### src/rtl/warpmesh_fetch.sv
// warpmesh_fetch
//   WISHBONE classic-cycle read master. On a start pulse it walks the warp
//   mesh point table row by row, starting at meshaddr. It issues one
//   single-beat read per point and hands each word, tagged with its (x,y)
//   position, to the mesh interpolation stage over a valid/ready handshake.
//   Only one access is in flight at a time: either the bus read or the
//   output word.
//
// Ports
//   wb_clk_i, wb_rst_n_i      clock, async active-low reset
//   start_i                   one-cycle start pulse (ignored while busy)
//   meshaddr_i                word address of the first point
//   meshcountx_i/meshcounty_i points per row / number of rows
//   busy_o, done_o            fetch in progress / completion pulse
//   wbm_*                     WISHBONE master (read-only, 32-bit, all lanes)
//   mesh_valid_o/ready_i      output handshake
//   mesh_data_o, mesh_x_o, mesh_y_o, mesh_last_o  output word and its tags
module warpmesh_fetch (
  input  logic        wb_clk_i,
  input  logic        wb_rst_n_i,
  input  logic        start_i,
  input  logic [29:0] meshaddr_i,
  input  logic [6:0]  meshcountx_i,
  input  logic [6:0]  meshcounty_i,
  output logic        busy_o,
  output logic        done_o,
  output logic [31:0] wbm_adr_o,
  output logic        wbm_cyc_o,
  output logic        wbm_stb_o,
  output logic        wbm_we_o,
  output logic [3:0]  wbm_sel_o,
  input  logic [31:0] wbm_dat_i,
  input  logic        wbm_ack_i,
  output logic        mesh_valid_o,
  input  logic        mesh_ready_i,
  output logic [31:0] mesh_data_o,
  output logic [6:0]  mesh_x_o,
  output logic [6:0]  mesh_y_o,
  output logic        mesh_last_o
);

  typedef enum logic [1:0] {S_IDLE, S_READ, S_OUT} state_e;

  state_e      state_q;
  logic [29:0] addr_q;
  logic [6:0]  cntx_q, cnty_q;
  logic [6:0]  x_q, y_q;
  logic [31:0] data_q;
  logic        cyc_q, valid_q, busy_q, done_q, last_q;

  // Position of the following point, and whether the current point is final.
  logic       x_wrap;
  logic       last_d;
  logic [6:0] x_d, y_d;

  always_comb begin
    x_wrap = (x_q == cntx_q - 7'd1);
    last_d = x_wrap && (y_q == cnty_q - 7'd1);
    x_d    = x_wrap ? 7'd0 : x_q + 7'd1;
    y_d    = x_wrap ? y_q + 7'd1 : y_q;
  end

  always_ff @(posedge wb_clk_i or negedge wb_rst_n_i) begin
    if (!wb_rst_n_i) begin
      state_q <= S_IDLE;
      addr_q  <= '0;
      cntx_q  <= '0;
      cnty_q  <= '0;
      x_q     <= '0;
      y_q     <= '0;
      data_q  <= '0;
      cyc_q   <= 1'b0;
      valid_q <= 1'b0;
      busy_q  <= 1'b0;
      done_q  <= 1'b0;
      last_q  <= 1'b0;
    end else begin
      done_q <= 1'b0;
      case (state_q)
        S_IDLE: begin
          if (start_i) begin
            addr_q <= meshaddr_i;
            cntx_q <= meshcountx_i;
            cnty_q <= meshcounty_i;
            x_q    <= '0;
            y_q    <= '0;
            // An empty mesh completes immediately without touching the bus.
            if (meshcountx_i == 7'd0 || meshcounty_i == 7'd0) begin
              done_q <= 1'b1;
            end else begin
              state_q <= S_READ;
              cyc_q   <= 1'b1;
              busy_q  <= 1'b1;
            end
          end
        end
        S_READ: begin
          if (wbm_ack_i) begin
            data_q  <= wbm_dat_i;
            cyc_q   <= 1'b0;
            valid_q <= 1'b1;
            last_q  <= last_d;
            state_q <= S_OUT;
          end
        end
        S_OUT: begin
          if (mesh_ready_i) begin
            valid_q <= 1'b0;
            if (last_q) begin
              last_q  <= 1'b0;
              busy_q  <= 1'b0;
              done_q  <= 1'b1;
              state_q <= S_IDLE;
            end else begin
              addr_q  <= addr_q + 30'd1;  // wraps silently at the top of memory
              x_q     <= x_d;
              y_q     <= y_d;
              cyc_q   <= 1'b1;
              state_q <= S_READ;
            end
          end
        end
        default: begin
          state_q <= S_IDLE;
          cyc_q   <= 1'b0;
          valid_q <= 1'b0;
          busy_q  <= 1'b0;
        end
      endcase
    end
  end

  assign busy_o       = busy_q;
  assign done_o       = done_q;
  assign wbm_adr_o    = {addr_q, 2'b00};
  assign wbm_cyc_o    = cyc_q;
  assign wbm_stb_o    = cyc_q;
  assign wbm_we_o     = 1'b0;
  assign wbm_sel_o    = 4'hf;
  assign mesh_valid_o = valid_q;
  assign mesh_data_o  = data_q;
  assign mesh_x_o     = x_q;
  assign mesh_y_o     = y_q;
  assign mesh_last_o  = last_q;

endmodule
### config.mk
export PLATFORM = sky130hd
export DESIGN_NAME = warpmesh_fetch
export DESIGN_NICKNAME = d
export VERILOG_FILES = /design/src/rtl/warpmesh_fetch.sv
export SDC_FILE = /design/constraint.sdc
export NUM_CORES = 1
export LEC_CHECK = 0
export ABC_AREA = 1
export CORE_UTILIZATION = 30
export DETAILED_ROUTE_END_ITERATION = 8
export PLACE_DENSITY = 0.59
export SYNTH_ARGS = -nofsm -noshare
export SYNTH_HDL_FRONTEND = slang
export SYNTH_SLANG_ARGS = --single-unit
### constraint.sdc
create_clock -name wb_clk_i -period 1.8 [get_ports wb_clk_i]
set_input_delay 0.18 -clock wb_clk_i [delete_from_list [all_inputs] [get_ports wb_clk_i]]
set_output_delay 0.18 -clock wb_clk_i [all_outputs]
set_load 0.02 [all_outputs]
==> impl_table.tex, run 1 <==
\begin{tabular}{lr}
\hline
Metric & Value \\
\hline
\multicolumn{2}{l}{\textbf{Floorplanning}} \\
Core box area & roughly 18000 µm² \\
Die Area & 19200 µm² \\
Initial Utilization & 0.309 \\
DIE WIDTH & roughly 140 µm \\
Number of standard-cell rows in the floorplan & roughly 50 \\
Boundary pin count & 170 \\
Die Ht & between 100 and 150 µm \\
\multicolumn{2}{l}{\textbf{Layout}} \\
Commonest cells after routing, fill and taps aside & sky130\_fd\_sc\_hd\_\_nand2\_1, sky130\_fd\_sc\_hd\_\_clkdlybuf4s50\_1, sky130\_fd\_sc\_hd\_\_dfrtp\_1 \\
Area added between synthesis and finish & 42.8\% \\
Count of inserted antenna diode cells & 0 \\
Number of standard cells in the final layout excluding fillers & approximately 1200 \\
Final net count & 1076 \\
Share of layout cells above drive strength 1 & 0.0754 \\
Commonest non-fill, non-tap cell in the layout & sky130\_fd\_sc\_hd\_\_nand2\_1 \\
Final instance area & approximately 8000 µm² \\
\multicolumn{2}{l}{\textbf{Synth}} \\
Count of flip-flops with a built-in enable after synthesis & 0 \\
Number of synthesis warnings & 0 \\
Top cells by area in the synthesized netlist & sky130\_fd\_sc\_hd\_\_dfrtp\_1, sky130\_fd\_sc\_hd\_\_nand2\_1, sky130\_fd\_sc\_hd\_\_inv\_1 \\
Multiplexer fraction of the synthesized cell area & 0 \\
Post-synthesis register bit count & 97 \\
Sequential share of the synthesized area & 0.435 \\
Average cell area after synthesis & 6.92 µm² \\
Most frequently used flop master after synthesis & sky130\_fd\_sc\_hd\_\_dfrtp\_1 \\
Adder-cell share of the synthesized area & 0.0112 \\
Number of library cell types mapped by synthesis & 35 \\
Area of the mapped netlist & 5580 µm² \\
Post-synthesis share of cell area spent on xor and xnor gates & 0.0251 \\
Post-synthesis async set-or-reset flop share & 1.00 \\
Share of the synthesized area in the top cell type & 0.435 \\
Fraction of the mapped netlist area in compound gates & 0.0836 \\
Post-synthesis instance total & between 800 and 900 \\
Combinational family with the most area after synthesis & simple AND/OR/NAND/NOR gates \\
Dominant cell type by area after synthesis & sky130\_fd\_sc\_hd\_\_dfrtp\_1 \\
Fraction of the mapped netlist area in simple logic gates & 0.352 \\
\multicolumn{2}{l}{\textbf{Routing}} \\
Average detailed-routed wire length per instance & around 13 µm \\
WL final & $\sim$16000 µm \\
DRC violation count after routing & 24 \\
Number of search-and-repair iterations in the first detailed-routing pass & 7 \\
Post-detailed-route count of antenna-violating nets & 0 \\
Via count & approximately 5600 \\
DRT iter0 DRCs & 251 \\
DR vias/cell & between 4 and 5 \\
\multicolumn{2}{l}{\textbf{Setup path}} \\
Critical Path AT & about 1.5 ns \\
Delay of the slowest cell on the worst path & between 0.6 and 0.7 ns \\
Peak fanout along the critical path & 7 \\
Kind of critical path & flop to output pin \\
CP max-delay cell & sky130\_fd\_sc\_hd\_\_clkdlybuf4s50\_1 \\
Data required time of the critical path & $\sim$1.6 ns \\
Worst setup slack for register-to-register paths & 0.16 ns \\
Endpoint of the worst-slack reg-to-reg timing path & mesh\_y\_o[5]\$\_DFFE\_PN0P\_ \\
Worst Path Buf+Inv & 1 \\
Cell breakdown of the critical path & clkdlybuf4s50\_1 \\
Crit Reg-Reg Startpoint & cntx\_q[0]\$\_DFFE\_PN0P\_ \\
Kind of cell adding the most delay to the critical path & buffers and inverters \\
Kind of capture point of the worst setup path & output pin \\
Startpoint types & flop \\
Reg2Reg Depth & 13 \\
\multicolumn{2}{l}{\textbf{Pwr}} \\
Power Density & 1610 nW/µm² \\
Largest voltage drop on the vdd net & about 0.75 mV \\
LEAKAGE & approximately 3.8 nW \\
\multicolumn{2}{l}{\textbf{GRT}} \\
Number of antenna violations at the first check in global routing & 0 \\
Vias in the first global route & between 5000 and 6000 \\
Largest net degree at the start of global routing & 48 \\
Grt total ovfl & 0 \\
Wire length of the first global-routing pass & approximately 27000 µm \\
Global-route usage over all layers & 0.173 \\
\multicolumn{2}{l}{\textbf{Timing}} \\
Minimum setup slack in the final design & 0.106 ns \\
\# setup viols final & 0 \\
Tightest hold margin & between 0.3 and 0.4 ns \\
Rel. slew slack & 0.610 \\
Worst Max-Slew Pin Slew & around 0.58 ns \\
Final count of pins violating max slew & 0 \\
Final clock period utilization by the worst path & 0.941 \\
Largest clock skew in the final design & roughly 0.0060 ns \\
Shortest clock period the worst path allows after layout & roughly 1.7 ns \\
Max Fclk & $\sim$0.6 GHz \\
Hold Violations, Final & 0 \\
\multicolumn{2}{l}{\textbf{Clock tree}} \\
TritonCTS clock tree & done \\
Number of clock sinks seen by CTS & 97 \\
Cts bufs inserted & 9 \\
Depth of the CTS H-tree & 3 \\
Max Buffers Root-to-Sink & 2 \\
Root buf cell & sky130\_fd\_sc\_hd\_\_clkbuf\_16 \\
Insertion delay of the later-clocked pin in the worst-skew pair & between 0.3 and 0.4 ns \\
Clock edge transition at the registers on the reported setup and hold paths & $\sim$0.070 ns \\
\multicolumn{2}{l}{\textbf{Place}} \\
Number of instances in the placed design & roughly 1200 \\
Detailed-placement wirelength estimate & roughly 12000 µm \\
Area of placed instances & roughly 7600 µm² \\
Placer congestion estimate & roughly 0.87 \\
Count of port buffers added during placement & roughly 160 \\
Worst-case setup slack after placement & 0.0655 ns \\
\multicolumn{2}{l}{\textbf{Outcome}} \\
Status & finished with violations \\
Failing checks & design-rule violations \\
\multicolumn{2}{l}{\textbf{Flow run}} \\
Maxcap violations & 0 \\
\multicolumn{2}{l}{\textbf{Min path}} \\
Class of the worst hold path & input port to async pin \\
\hline
\end{tabular}
-- metal layers --
layer  vias up  routed length (µm)  GRT usage
met5         -                   0          0
met2       169                7410      0.286
met4         0                 203     0.0526
met3        13                1300     0.0509
li1       2890                   -          -
met1      2556                7290      0.217
-- repair_timing --
| action | CTS | global route |
|---|---|---|
| endpoints found under the hold margin | 31 | 0 |
| setup endpoints to repair | 0 | 23 |
| setup buffers | 0 | 1 |
| resized for setup | 0 | 16 |
| hold buffers | 1 | 0 |
-- power by group --
group          internal (W)  leakage [nW]  switching [W]  total (W)
Clock              0.000934         0.122       0.000848    0.00178
Sequential          0.00310          1.21       0.000861    0.00396
Combinational       0.00305          2.44        0.00404    0.00709
-- how the worst max path moves through the flow --
| stage | depth (start not counted) | end | startpoint | slack (ns) |
|---|---|---|---|---|
| 2_1_floorplan | 12 | mesh_x_o[2]$_DFFE_PN0P_ | cntx_q[0]$_DFFE_PN0P_ | 0.02 |
| 3_3_place_gp | 11 | mesh_last_o$_DFFE_PN0P_ | cntx_q[0]$_DFFE_PN0P_ | 0.09 |
| 3_5_place_dp | 13 | mesh_y_o[0]$_DFFE_PN0P_ | cntx_q[1]$_DFFE_PN0P_ | 0.07 |
| 4_1_cts | 11 | mesh_last_o$_DFFE_PN0P_ | cntx_q[1]$_DFFE_PN0P_ | 0.03 |
| 5_1_grt | 11 | mesh_y_o[3]$_DFFE_PN0P_ | cntx_q[2]$_DFFE_PN0P_ | -0.02 |
| 6_report | 1 | mesh_y_o[2] | mesh_y_o[2]$_DFFE_PN0P_ | 0.11 |
-- state kept, by name, indices dropped and copies added, names as in the netlist, 2 cells and up --
name / count
addr_q: 30
cntx_q: 7
cnty_q: 7
mesh_data_o: 32
mesh_x_o: 7
mesh_y_o: 7
state_q: 2
-- Yosys cell counts, types with 5 or more instances --
cell type and n:
sky130_fd_sc_hd__a21oi_1 13, sky130_fd_sc_hd__nor3_1 16, sky130_fd_sc_hd__nand3_1 59, sky130_fd_sc_hd__nand4_1 13
sky130_fd_sc_hd__buf_2 5, sky130_fd_sc_hd__clkbuf_1 16, sky130_fd_sc_hd__inv_1 88, sky130_fd_sc_hd__o21ai_0 51
sky130_fd_sc_hd__nor2_1 85, sky130_fd_sc_hd__ha_1 5, sky130_fd_sc_hd__buf_4 9, sky130_fd_sc_hd__o22ai_1 7
sky130_fd_sc_hd__xor2_1 13, sky130_fd_sc_hd__inv_2 5, sky130_fd_sc_hd__nand2_1 295, sky130_fd_sc_hd__dfrtp_1 97
-- kinds of logic after synthesis --
kind of cell             count (synthesis)
AND/OR/NAND/NOR                        479
buffers and inverters                  124
flip-flops                              97
AO/OA/AOI/OAI                           84
XOR/XNOR                                16
adder cells (fa/ha/maj)                  5
other                                    2
-- layout make-up --
| cell class | count | area (µm²) |
|---|---|---|
| clock buffers | 11 | 233 |
| clock inverters | 5 | 32.5 |
| fillers | 1873 | 10100 |
| inverters | 93 | 352 |
| multi-input cells | 591 | 2700 |
| flip-flops and latches | 97 | 2430 |
| well taps | 229 | 287 |
| repair buffers | 198 | 1950 |
-- stage by stage --
step | setup TNS [ns] | util | total power [W]
6_report | 0 | 0.441 | 0.0128
5_1_grt | -0.0706 | 0.441 | 0.0139
4_1_cts | 0 | 0.438 | 0.0128
3_5_place_dp | 0 | 0.423 | 0.0110
3_3_place_gp | 0 | 0.423 | 0.0109
2_1_floorplan | 0 | - | 0.00798
Power figures use the tool's default switching activity.
==> run 2: changes to the inputs <==
Settings changed: GPL_ROUTABILITY_DRIVEN from default to 0, GPL_TIMING_DRIVEN from default to 0, RECOVER_POWER from default to 100.
==> impl_table.tex, run 2 (same netlist as run 1, synthesis figures left out) <==
\begin{tabular}{lr}
\hline
Metric & Value \\
\hline
\multicolumn{2}{l}{\textbf{Routing}} \\
WL final & 17800 µm (+9.8\%) \\
Number of search-and-repair iterations in the first detailed-routing pass & 8 (+1) \\
DR vias/cell & 4.67 (+1.5\%) \\
Via count & 5754 (+2.2\%) \\
DRT iter0 DRCs & 327 (+30\%) \\
Post-detailed-route count of antenna-violating nets & 0 (unchanged) \\
DRC violation count after routing & 24 (unchanged) \\
Average detailed-routed wire length per instance & 14.4 µm (+9.0\%) \\
\multicolumn{2}{l}{\textbf{Outcome}} \\
Status & finished with violations \\
Failing checks & design-rule violations \\
\multicolumn{2}{l}{\textbf{Layout}} \\
Final net count & 1086 (+0.93\%) \\
Final instance area & 8100 µm² (+1.5\%) \\
Commonest non-fill, non-tap cell in the layout & sky130\_fd\_sc\_hd\_\_nand2\_1 \\
Share of layout cells above drive strength 1 & 0.0896 (+0.0143) \\
Area taken by multi-input logic gates & 2780 µm² (+2.9\%) \\
Area added between synthesis and finish & 45.0\% \\
Count of inserted antenna diode cells & 0 (unchanged) \\
Commonest cells after routing, fill and taps aside & sky130\_fd\_sc\_hd\_\_nand2\_1, sky130\_fd\_sc\_hd\_\_dfrtp\_1, sky130\_fd\_sc\_hd\_\_inv\_1 \\
Total area of sequential cells & 2430 µm² (+0.26\%) \\
Fillers & 1856 (-0.91\%) \\
Max reg flops & 32 (unchanged) \\
Final standard cell utilization of the core & 0.448 (+0.00678) \\
\multicolumn{2}{l}{\textbf{Clock tree}} \\
Root buf cell & sky130\_fd\_sc\_hd\_\_clkbuf\_16 \\
TritonCTS clock tree & done \\
Depth of the CTS H-tree & 3 (unchanged) \\
Insertion delay of the later-clocked pin in the worst-skew pair & 0.35 ns (about the same) \\
Max Buffers Root-to-Sink & 2 (unchanged) \\
Cts bufs inserted & 9 (unchanged) \\
Clock edge transition at the registers on the reported setup and hold paths & 0.06 ns (about the same) \\
Number of clock sinks seen by CTS & 97 (unchanged) \\
\multicolumn{2}{l}{\textbf{Floorplanning}} \\
Die Ht & 138 µm (unchanged) \\
Initial Utilization & 0.309 (unchanged) \\
Core box area & 18100 µm² (unchanged) \\
Number of standard-cell rows in the floorplan & 49 (unchanged) \\
Die Area & 19200 µm² (unchanged) \\
DIE WIDTH & 138 µm (unchanged) \\
Boundary pin count & 170 (unchanged) \\
\multicolumn{2}{l}{\textbf{Setup path}} \\
Crit Reg-Reg Startpoint & cntx\_q[0]\$\_DFFE\_PN0P\_ \\
Critical Path AT & 1.53 ns (+0.02 ns) \\
Startpoint types & flop \\
Data required time of the critical path & 1.62 ns (about the same) \\
Kind of critical path & flop to output pin \\
Peak fanout along the critical path & 3 (-4) \\
Source of the critical timing path & wbm\_cyc\_o\$\_DFFE\_PN0P\_ \\
Kind of capture point of the worst setup path & output pin \\
\multicolumn{2}{l}{\textbf{GRT}} \\
Global-route usage over all layers & 0.190 (+0.0168) \\
Wire length of the first global-routing pass & 28600 µm (+7.2\%) \\
Largest net degree at the start of global routing & 66 (+38\%) \\
Number of antenna violations at the first check in global routing & 1 (+1) \\
Vias in the first global route & 5476 (+1.7\%) \\
Grt total ovfl & 0 (unchanged) \\
\multicolumn{2}{l}{\textbf{Timing}} \\
Max Fclk & 0.586 GHz (-0.69\%) \\
Rel. slew slack & 0.367 (-0.243) \\
\# setup viols final & 0 (unchanged) \\
Worst Max-Slew Pin Slew & 0.949 ns (+0.365 ns) \\
Final count of pins violating max slew & 0 (unchanged) \\
Hold Violations, Final & 0 (unchanged) \\
Final clock period utilization by the worst path & 0.948 (+0.00651) \\
Largest clock skew in the final design & 0.00809 ns (+0.00205 ns) \\
Shortest clock period the worst path allows after layout & 1.71 ns (+0.0117 ns) \\
Minimum setup slack in the final design & 0.0940 ns (-0.0117 ns) \\
\multicolumn{2}{l}{\textbf{Place}} \\
Worst-case setup slack after placement & -0.398 ns (-0.464 ns) \\
Detailed-placement wirelength estimate & 13100 µm (+7.2\%) \\
Area of placed instances & 7540 µm² (-1.5\%) \\
Count of port buffers added during placement & 162 (unchanged) \\
\multicolumn{2}{l}{\textbf{Min path}} \\
Startpoint of the tightest hold check path & wbm\_dat\_i[6] \\
Class of the worst hold path & input port to flop \\
\multicolumn{2}{l}{\textbf{Pwr}} \\
Largest voltage drop on the vdd net & 0.682 mV (-8.8\%) \\
Power Density & 1630 nW/µm² (+0.99\%) \\
LEAKAGE & 3.90 nW (+3.4\%) \\
\multicolumn{2}{l}{\textbf{Flow run}} \\
Maxcap violations & 0 (unchanged) \\
\hline
\end{tabular}
## run 2: cell types whose count changed in the layout (fill, tap and decap cells not counted), moves of 3 or more
cell	before	now
sky130_fd_sc_hd__clkbuf_2	0	7
sky130_fd_sc_hd__clkbuf_1	2	13
sky130_fd_sc_hd__dfrtp_2	1	6
sky130_fd_sc_hd__dfrtp_1	96	91
sky130_fd_sc_hd__clkdlybuf4s50_1	161	85
sky130_fd_sc_hd__dlygate4sd3_1	1	77
sky130_fd_sc_hd__nor2_4	2	7
sky130_fd_sc_hd__clkinvlp_4	3	0
sky130_fd_sc_hd__buf_4	31	23
sky130_fd_sc_hd__buf_12	4	0
sky130_fd_sc_hd__nor2_1	80	74
## run 2: stage by stage
stage | hold WS, ns | total power (W) | cells | setup TNS [ns]
3_3_place_gp | 0.453 | 0.0108 | 1203 | -344.86
3_5_place_dp | 0.176 | 0.0109 | 1204 | -4.22
2_1_floorplan | -0.116 | 0.00798 | 812 | 0
6_report | 0.365 | 0.0132 | 1233 | 0
4_1_cts | 0.345 | 0.0132 | 1224 | 0
5_1_grt | 0.368 | 0.0143 | 1233 | -0.0188
## run 2: area by class of cell
cell class / count / share of cell area
Buffer: 31 / 0.0216
Clock buffer: 12 / 0.0304
Clock inverter: 3 / 0.00803
Inverter: 93 / 0.0443
Multi-Input combinational cell: 591 / 0.343
Sequential cell: 97 / 0.301
Tap cell: 229 / 0.0354
Timing Repair Buffer: 177 / 0.217
## run 2: timing repair
item | CTS | global route
endpoints found under the setup margin | 33 | 59
hold buffers | 1 | 0
endpoints found under the hold margin | 32 | 0
gates cloned | 0 | 0
gates resized for setup | 15 | 43
pin swaps | 3 | 6
buffers inserted | 4 | 9
## run 2: worst max-delay path, cell delays in order (launching register included)
cell,delay [ns]
sky130_fd_sc_hd__dfrtp_1,0.40
sky130_fd_sc_hd__buf_4,0.14
sky130_fd_sc_hd__dlygate4sd3_1,0.64
## run 2: final timing paths
check | end | slack (ns) | cells after the start
worst min-delay path | mesh_data_o[6]$_DFFE_PN0P_ | 0.36 | 3
worst min register to register | mesh_data_o[29]$_DFFE_PN0P_ | 0.46 | 2
min in group asynchronous | mesh_data_o[11]$_DFFE_PN0P_ | 0.51 | 2
max in group asynchronous | addr_q[4]$_DFFE_PN0P_ | 0.44 | 3
worst max-delay path | wbm_stb_o | 0.09 | 2
worst max register to register | mesh_x_o[6]$_DFFE_PN0P_ | 0.10 | 12
## run 2: where the power goes
group,internal (W),switching (W)
Clock,0.00125,0.000838
Combinational,0.00277,0.00425
Sequential,0.00311,0.000946
Total,0.00713,0.00603
## run 2: metal layers
layer	global-route usage	wire length [µm]	vias up
met5	0	0	-
met2	0.296	8030	200
met3	0.0627	1670	18
met4	0.0662	335	0
met1	0.245	7760	2618
li1	-	-	2918
